[src/rtl/counter_seq_arbiter_pkg.sv]
// Shared constants for the counter sequencing arbiter: counter4b mode
// encodings, FSM state encoding and the default counter width.
package counter_seq_arbiter_pkg;

   localparam int DEF_WIDTH = 4;

   localparam logic [1:0] MODO_UP1  = 2'b00;
   localparam logic [1:0] MODO_DN1  = 2'b01;
   localparam logic [1:0] MODO_UP3  = 2'b10;
   localparam logic [1:0] MODO_LOAD = 2'b11;

   typedef enum logic [1:0] {
      ST_IDLE = 2'd0,
      ST_LOAD = 2'd1,
      ST_RUN  = 2'd2,
      ST_DONE = 2'd3
   } state_t;

endpackage

[src/rtl/counter_seq_arbiter_arb.sv]
// Two-way round-robin arbiter. Purely combinational: i_ptr=0 favours
// requester 0 when both request, i_ptr=1 favours requester 1. A lone
// request always wins regardless of the pointer.
module rr_arbiter2
   import counter_seq_arbiter_pkg::*;
(
   input  logic [1:0] i_req,
   input  logic       i_ptr,
   output logic [1:0] o_gnt
);

   // one-hot grant from request pattern and priority pointer
   always_comb begin
      o_gnt = 2'b00;
      case (i_req)
         2'b01:   o_gnt = 2'b01;
         2'b10:   o_gnt = 2'b10;
         2'b11:   o_gnt = i_ptr ? 2'b10 : 2'b01;
         default: o_gnt = 2'b00;
      endcase
   end

endmodule

[src/rtl/counter_seq_arbiter.sv]
// Shares one counter4b between two requesters. The arbiter picks a winner,
// the FSM loads the start value, runs N count cycles, then reports the final
// Q, the number of RCO wraps seen and whether LOAD failed to confirm.
module counter_seq_arbiter
   import counter_seq_arbiter_pkg::*;
#(
   parameter int WIDTH  = DEF_WIDTH,
   parameter int STEP_W = 8,
   parameter int WRAP_W = 4
) (
   input  logic                  CLK,
   input  logic                  RESET,
   input  logic [1:0]            req,
   input  logic [3:0]            req_mode,
   input  logic [2*WIDTH-1:0]    req_start,
   input  logic [2*STEP_W-1:0]   req_steps,
   output logic [1:0]            grant,
   output logic [1:0]            done,
   output logic [WIDTH-1:0]      result_q,
   output logic [WRAP_W-1:0]     result_wraps,
   output logic                  result_err,
   output logic                  ENABLE,
   output logic [1:0]            MODO,
   output logic [WIDTH-1:0]      D,
   input  logic [WIDTH-1:0]      Q,
   input  logic                  RCO,
   input  logic                  LOAD
);

   state_t              r_state;
   state_t              w_next;
   logic [1:0]          r_grant;
   logic                r_ptr;
   logic [WIDTH-1:0]    r_start;
   logic [1:0]          r_mode;
   logic [STEP_W-1:0]   r_steps;
   logic [STEP_W-1:0]   r_rem;
   logic                r_first;
   logic [WRAP_W-1:0]   r_wraps;
   logic                r_err;
   logic [WIDTH-1:0]    r_res_q;
   logic [WRAP_W-1:0]   r_res_wraps;
   logic                r_res_err;

   logic [1:0]          w_arb_gnt;
   logic                w_sel;
   logic                w_req_g;
   logic [WRAP_W-1:0]   w_wraps_fin;

   // Saturating increment: the wrap count sticks at all-ones.
   function automatic logic [WRAP_W-1:0] sat_inc(input logic [WRAP_W-1:0] v,
                                                 input logic inc);
      if (inc && (v != {WRAP_W{1'b1}}))
         return v + WRAP_W'(1);
      return v;
   endfunction

   rr_arbiter2 u_arb (
      .i_req (req),
      .i_ptr (r_ptr),
      .o_gnt (w_arb_gnt)
   );

   assign w_sel       = w_arb_gnt[1];
   assign w_req_g     = |(req & r_grant);
   assign w_wraps_fin = sat_inc(r_wraps, RCO);
   assign grant       = r_grant;

   // state register
   always_ff @(posedge CLK or negedge RESET) begin
      if (!RESET) r_state <= ST_IDLE;
      else        r_state <= w_next;
   end

   // next state, counter pins, done pulse and result presentation
   always_comb begin
      w_next       = r_state;
      ENABLE       = 1'b0;
      MODO         = MODO_UP1;
      D            = '0;
      done         = 2'b00;
      result_q     = r_res_q;
      result_wraps = r_res_wraps;
      result_err   = r_res_err;
      case (r_state)
         ST_IDLE: begin
            if (|req) w_next = ST_LOAD;
         end
         ST_LOAD: begin
            ENABLE = 1'b1;
            MODO   = MODO_LOAD;
            D      = r_start;
            if (!w_req_g)
               w_next = ST_IDLE;
            else if ((r_mode == MODO_LOAD) || (r_steps == '0))
               w_next = ST_DONE;
            else
               w_next = ST_RUN;
         end
         ST_RUN: begin
            ENABLE = 1'b1;
            MODO   = r_mode;
            D      = r_start;
            // remaining==0 is unreachable but still exits rather than wrapping
            if (!w_req_g)
               w_next = ST_IDLE;
            else if (r_rem <= STEP_W'(1))
               w_next = ST_DONE;
         end
         ST_DONE: begin
            done         = r_grant;
            result_q     = Q;
            result_wraps = w_wraps_fin;
            result_err   = r_err;
            w_next       = ST_IDLE;
         end
         default: w_next = ST_IDLE;
      endcase
   end

   // command latch at grant time; data only, no reset needed
   always_ff @(posedge CLK) begin
      if ((r_state == ST_IDLE) && (|req)) begin
         r_start <= w_sel ? req_start[2*WIDTH-1:WIDTH]   : req_start[WIDTH-1:0];
         r_mode  <= w_sel ? req_mode[3:2]                : req_mode[1:0];
         r_steps <= w_sel ? req_steps[2*STEP_W-1:STEP_W] : req_steps[STEP_W-1:0];
      end
   end

   // grant, pointer, step/wrap/error tracking and held results
   always_ff @(posedge CLK or negedge RESET) begin
      if (!RESET) begin
         r_grant     <= 2'b00;
         r_ptr       <= 1'b0;
         r_rem       <= '0;
         r_first     <= 1'b0;
         r_wraps     <= '0;
         r_err       <= 1'b0;
         r_res_q     <= '0;
         r_res_wraps <= '0;
         r_res_err   <= 1'b0;
      end else begin
         case (r_state)
            ST_IDLE: begin
               if (|req) r_grant <= w_arb_gnt;
            end
            ST_LOAD: begin
               r_wraps <= '0;
               r_err   <= 1'b0;
               r_rem   <= r_steps;
               r_first <= 1'b1;
               if (!w_req_g) begin
                  r_grant <= 2'b00;
                  r_ptr   <= r_grant[0];
               end
            end
            ST_RUN: begin
               r_first <= 1'b0;
               if (r_rem != '0) r_rem <= r_rem - STEP_W'(1);
               // first RUN cycle must see the counter confirm the load;
               // its RCO reflects the load itself, so it is not a wrap
               if (r_first && !LOAD) r_err <= 1'b1;
               if (!r_first) r_wraps <= sat_inc(r_wraps, RCO);
               if (!w_req_g) begin
                  r_grant <= 2'b00;
                  r_ptr   <= r_grant[0];
               end
            end
            ST_DONE: begin
               r_res_q     <= Q;
               r_res_wraps <= w_wraps_fin;
               r_res_err   <= r_err;
               r_grant     <= 2'b00;
               r_ptr       <= r_grant[0];
            end
            default: r_grant <= 2'b00;
         endcase
      end
   end

endmodule

[config.mk]
export PLATFORM = sky130hd
export DESIGN_NAME = counter_seq_arbiter
export DESIGN_NICKNAME = d
export VERILOG_FILES = /design/src/rtl/counter_seq_arbiter_pkg.sv /design/src/rtl/counter_seq_arbiter_arb.sv /design/src/rtl/counter_seq_arbiter.sv
export SDC_FILE = /design/constraint.sdc
export NUM_CORES = 1
export LEC_CHECK = 0
export ABC_AREA = 1
export ABC_CLOCK_PERIOD_IN_PS = 1700
export BUFFER_PORTS_ARGS = -buffer_cell sky130_fd_sc_hd__buf_4
export CAP_MARGIN = 5
export CORE_UTILIZATION = 48
export CTS_CLUSTER_SIZE = 28
export DETAILED_ROUTE_END_ITERATION = 7
export HOLD_SLACK_MARGIN = 0.02
export PLACE_DENSITY = 0.85
export SYNTH_ARGS = -nofsm -noshare
export SYNTH_HDL_FRONTEND = slang
export SYNTH_SLANG_ARGS = --single-unit
[constraint.sdc]
create_clock -name CLK -period 1.7 [get_ports CLK]
set_input_delay 0.085 -clock CLK [delete_from_list [all_inputs] [get_ports CLK]]
set_output_delay 0.085 -clock CLK [all_outputs]
set_load 0.01 [all_outputs]
**After elaboration in Yosys (flattened, before gate mapping)**

Index checks and enable logic that the tools add are counted.

- Multiplexer cells: 36
- Reduce and logical (&&, ||, !) cells: 19
- Magnitude comparators: 1
- Bitwise logic cells: 1
- Add/sub/neg operators: 2
- Equality and inequality tests: 15

Operator list:

| cell | count |
|---|---|
| 2-to-1 mux 4 bit | 8 |
| 2-to-1 mux 2 bit | 9 |
| 2-to-1 mux 8 bit | 2 |
| case mux 8 bit (2 select lines) | 1 |
| != test 2 bit (second input constant) | 6 |
| case mux 2 bit (3 select lines) | 2 |
| == test 2 bit (second input constant) | 5 |
| AND reduction 2 bit | 5 |
| <= comparator 8 x 1 -> 1 bit (second input constant) | 1 |
| zero test 8 bit | 1 |
| 2-to-1 mux 1 bit | 8 |
| case mux 2 bit (4 select lines) | 1 |
| case mux 4 bit (2 select lines) | 1 |
| nonzero test 8 bit | 1 |
| subtractor 8 x 1 -> 8 bit (second input constant) | 1 |
| case mux 1 bit (2 select lines) | 3 |
| OR reduction 2 bit | 3 |
| adder 4 x 1 -> 4 bit (second input constant) | 1 |
| == test 2 x 1 -> 1 bit (second input constant) | 2 |
| != test 4 bit (second input constant) | 1 |
| case mux 2 bit (2 select lines) | 1 |
| nonzero test 2 bit | 2 |
| logical AND 1 bit | 3 |
| != test 3 bit (second input constant) | 1 |
| 5 further kinds | 5 |

- Logic and storage cells: 87
- Register bits after elaboration: 42

**Depth between registers and ports, before layout**

- Word-level depth: 8
- Depth in mapped cells: 10
- Depth with buffers taken out: 10

**Modules after synthesis**

Synthesis repeated with hierarchy kept, for this count alone.

- Cell total of the unflattened synthesis: 308
- Area, all modules: 2367.3 um^2

By module, submodules not included:

| module | area an instance (um^2) | times used | cells each |
|---|---|---|---|
| counter_seq_arbiter | 2347.3 | 1 | 303 |
| rr_arbiter2 | 20.0 | 1 | 5 |

**Worst setup path after synthesis**

No wires, ideal clock.

- Path type: register -> register
- Start: register r_state[0]
- End: register r_mode[0], enable pin
- Cell stages (with the launch flop): 5
- Period minus slack after synthesis: 1.697 ns
- Data arrival time: 1.312 ns
- Required time: 1.316 ns
- Slack: 0.003 ns
- Cell sequence: dfrtp_1 inv_1 ha_1 inv_1 nor2_1

- Longest elaborated chain between the ends: 2

Ends and longest elaborated chain:

| item | line | text |
|---|---|---|
| start: declaration | counter_seq_arbiter.sv:30 | `state_t r_state;` |
| start signal: assignment | counter_seq_arbiter.sv:72 | `else r_state <= w_next;` |
| zero test 2 bit | counter_seq_arbiter.sv:123 | `if ((r_state == ST_IDLE) && (\|req)) begin` |
| logical AND 1 bit | counter_seq_arbiter.sv:123 |  |
| end signal: assignment | counter_seq_arbiter.sv:125 | `r_mode <= w_sel ? req_mode[3:2] : req_mode[1:0];` |
| end: declaration | counter_seq_arbiter.sv:35 | `logic [1:0] r_mode;` |

Every way passes these cells.
A chain may end at the register's enable or synchronous reset.

**Worst setup path after layout**

- Start: register r_wraps[0]
- End: output port result_wraps[2]

- Longest elaborated chain between the ends: 5

Ends and longest elaborated chain:

| item | line | text |
|---|---|---|
| start: declaration | counter_seq_arbiter.sv:39 | `logic [WRAP_W-1:0] r_wraps;` |
| start signal: assignment | counter_seq_arbiter.sv:163 | `if (!r_first) r_wraps <= sat_inc(r_wraps, RCO);` |
| branches (longest 3 deep; another with adder 4 x 1 -> 4 bit) | -- |  |
| 2-to-1 mux 4 bit (*) | counter_seq_arbiter.sv:55 | `return v;` |
| 2-to-1 mux 4 bit (*) | counter_seq_arbiter.sv:85 | `case (r_state)` |
| end: declaration | counter_seq_arbiter.sv:20 | `output logic [WRAP_W-1:0] result_wraps,` |

Mark *: on every way between the ends. The select of a mux whose other input is x is not followed.

==> flow_summary.json <==
{
  "layout.cells.non_filler": 442,
  "post-route-period-util_pct": 100,
  "start_util_pct": 49.7,
  "finalHoldWorstSlack_ps": 34.8,
  "synthesis.area_um2": 2350,
  "cts_buffers": 5,
  "nets": 420,
  "synth_cell_types": 32,
  "post_drt_wl_per_cell_um": 11.8,
  "synthArstFlopShare_pct": 66.7,
  "dpl.hpwl_mm": 3.68,
  "rsz0062_at_grt": "true",
  "reg2reg_depth": 9,
  "vias": 2142,
  "track_usage_pct": 20.6,
  "core_region_area_um2": 4720,
  "worst-r2r-setup-slack_ps": 110,
  "critPathKind": "register to output pin",
  "maxCapViolations": 0,
  "drive_above_1_share_pct": 32.5,
  "drtIter0Drc": 103,
  "worst_clock_skew_ps": 12.4,
  "synth.top_cells.by_area": "dfrtp_1, nand2_1, edfxtp_1",
  "post_synth.cell_area_avg_um2": 7.99,
  "htreeDepth": 2,
  "viasPerCell": 4.85,
  "drtPass1Iterations": 4,
  "ios": 58,
  "synth_edf_count": 14,
  "crit_fanout": 2,
  "outcome": "finished, violations left",
  "drt_wl_total_mm": 5.21,
  "antenna_found_initial": 0,
  "path_cells": "ha_2, xnor2_1, or2_4, a31oi_4, buf_6",
  "required_ps": 1620,
  "fillerInstances": 381,
  "path_clk_slew_ps": 80,
  "synth-seq-cells": 42,
  "finalHoldViolations": 0,
  "ir_drop_uv": 651,
  "whs_path_depth": 3,
  "cp-end-kind": "output pin",
  "hold_start": "Q[2]",
  "drc_errors": 0,
  "finalCriticalPeriod_ps": 1700,
  "critPathTopFamily": "flip-flops",
  "grt_overflow": 0,
  "slew_violations": 0,
  "cts-root-buf": "clkbuf_8",
  "die_h_um": 71.9,
  "yosysTopAreaCellShare_pct": 29.8,
  "rows": 25,
  "hp-class": "input port to register",
  "slew_headroom_pct": 73.0,
  "ant_nets": 0,
  "hold-path-endpoint": "r_res_q[2]",
  "die_area_um2": 5180,
  "gp_congestion": 0.888,
  "cp-start-kind": "register",
  "path_buf_inv": 1,
  "setup_violations": 1,
  "power.leakage_nw": 1.61,
  "synth_ff_type": "dfrtp_1",
  "r2r_start": "r_state[0]",
  "cts.sinks": 42,
  "io_buffer_count": 57,
  "cp_slowest_stage_delay_ps": 390,
  "diodes": 0,
  "area_delta_synth_final_pct": 35.3,
  "rr_endpoint": "r_state[0]",
  "tns_ps": -4.62,
  "grt_pass1_wl_mm": 8.20,
  "grt_pass1_vias": 1956,
  "layout_setup_ws_ps": -4.62,
  "ys_warn_count": 0,
  "worst_pin_slew_ps": 405,
  "power_per_cell_area_nw_per_um2": 1560,
  "synth_top_area_cell": "dfrtp_1",
  "timing.fmax_ghz": 0.587,
  "critPathArrivalTime_ps": 1620,
  "dpl.cell_count": 419,
  "clock_latency_ps": 300,
  "slowest_stage": "dfrtp_1",
  "die_w_um": 71.9,
  "synth_nets": 340,
  "cts_max_path_buffers": 2,
  "grt_max_degree": 29,
  "ys_seq_area_share_pct": 47.7,
  "syn_inst": 294,
  "synthTopCellsByCount": "nand2_1, dfrtp_1, inv_1",
  "cts_tree": "done",
  "violations": "negative setup slack",
  "synth_most_common_cell": "nand2_1"
}
-- power breakdown --
group / switching [mW] / total, mW / internal, mW
clock: 0.343 / 0.670 / 0.326
sequential: 0.224 / 1.69 / 1.47
combinational: 1.45 / 2.58 / 1.13
total: 2.02 / 4.94 / 2.93
-- cell usage in the layout, fill, tap and decap left out, types with 2 or more instances in the layout --
master / Yosys / final
nand2_1: 125 / 123
nand2_4: 5 / 7
or2_2: 4 / 3
o21ai_0: 15 / 13
ha_4: 0 / 2
dlygate4sd3_1: 0 / 3
buf_4: 1 / 73
nor2_1: 17 / 16
inv_2: 3 / 4
o21ai_1: 1 / 3
clkbuf_8: 0 / 6
nor2_4: 2 / 2
nand3_2: 1 / 2
o21ai_2: 6 / 6
clkinv_2: 0 / 2
inv_1: 26 / 24
a21oi_1: 5 / 4
buf_6: 0 / 3
a21oi_2: 1 / 2
edfxtp_1: 14 / 14
nand2_2: 1 / 2
xor2_1: 2 / 2
ha_1: 8 / 5
dfrtp_1: 28 / 27
nand3_1: 14 / 13
-- metrics by stage --
step | instance area, um^2 | utilization [%] | total power [mW] | worst slack, ps
floorplan | 2350 | - | 3.16 | 3.42
global placement | 2880 | 60.9 | 3.84 | 182
detailed placement | 2880 | 60.9 | 3.93 | 79.3
CTS | 3090 | 65.4 | 4.76 | 11.3
global route | 3180 | 67.3 | 5.32 | -82.9
finish | 3180 | 67.3 | 4.94 | -4.62
-- routing by layer --
metal	wire, um	track usage [%]	vias up	share of wire, %
met4	76	7.19	0	1.5
met2	2640	37.7	75	51
met3	319	5.00	8	6.1
met1	2180	23.4	971	42
met5	0	0	-	0
li1	-	-	1088	-
-- sequential cells by signal, summed over array words and instances, names as in the netlist, 2 cells and up --
| signal | flops |
|---|---|
| grant | 2 |
| r_mode | 2 |
| r_rem | 8 |
| r_res_q | 4 |
| r_res_wraps | 4 |
| r_start | 4 |
| r_state | 2 |
| r_steps | 8 |
| r_wraps | 4 |
-- what timing repair did --
action,CTS,global route
cloned,0,1
buffers inserted,5,7
gates resized for setup,13,12
hold endpoints to repair,30,0
hold buffers,3,0
endpoints found under the setup margin,7,18
pin swaps,6,6
-- worst min-delay path, cell delays in order --
cell,delay [ps]
buf_4,70
nand2_1,40
nand2_1,80
-- kinds of logic after synthesis --
kind of cell	synth area share, %
compound gates	9.11
flops	47.7
simple gates	31.1
fa+ha+maj	4.26
xor+xnor	1.12
buf+inv	6.71
-- how the worst max path moves through the flow --
stage	start	to	slack [ps]	cells past startpoint
detailed placement	r_state[0]	r_state[0]	80	9
finish	r_wraps[0]	result_wraps[2]	-5	5
global route	r_wraps[0]	result_wraps[3]	-80	9
CTS	r_wraps[1]	result_wraps[0]	10	6
global placement	r_state[0]	r_rem[7]	180	8
floorplan	r_state[0]	r_mode[0]	3	4
-- layout make-up --
type	count	area [um^2]	area share [%]
flip-flops and latches	42	1120	35.3
inverters	30	116	3.66
clock buffers	6	82.6	2.60
repair buffers	79	612	19.3
clock inverters	2	12.5	0.394
well taps	67	83.8	2.64
multi-input cells	216	1150	36.1
Power figures use the tool's default switching activity.
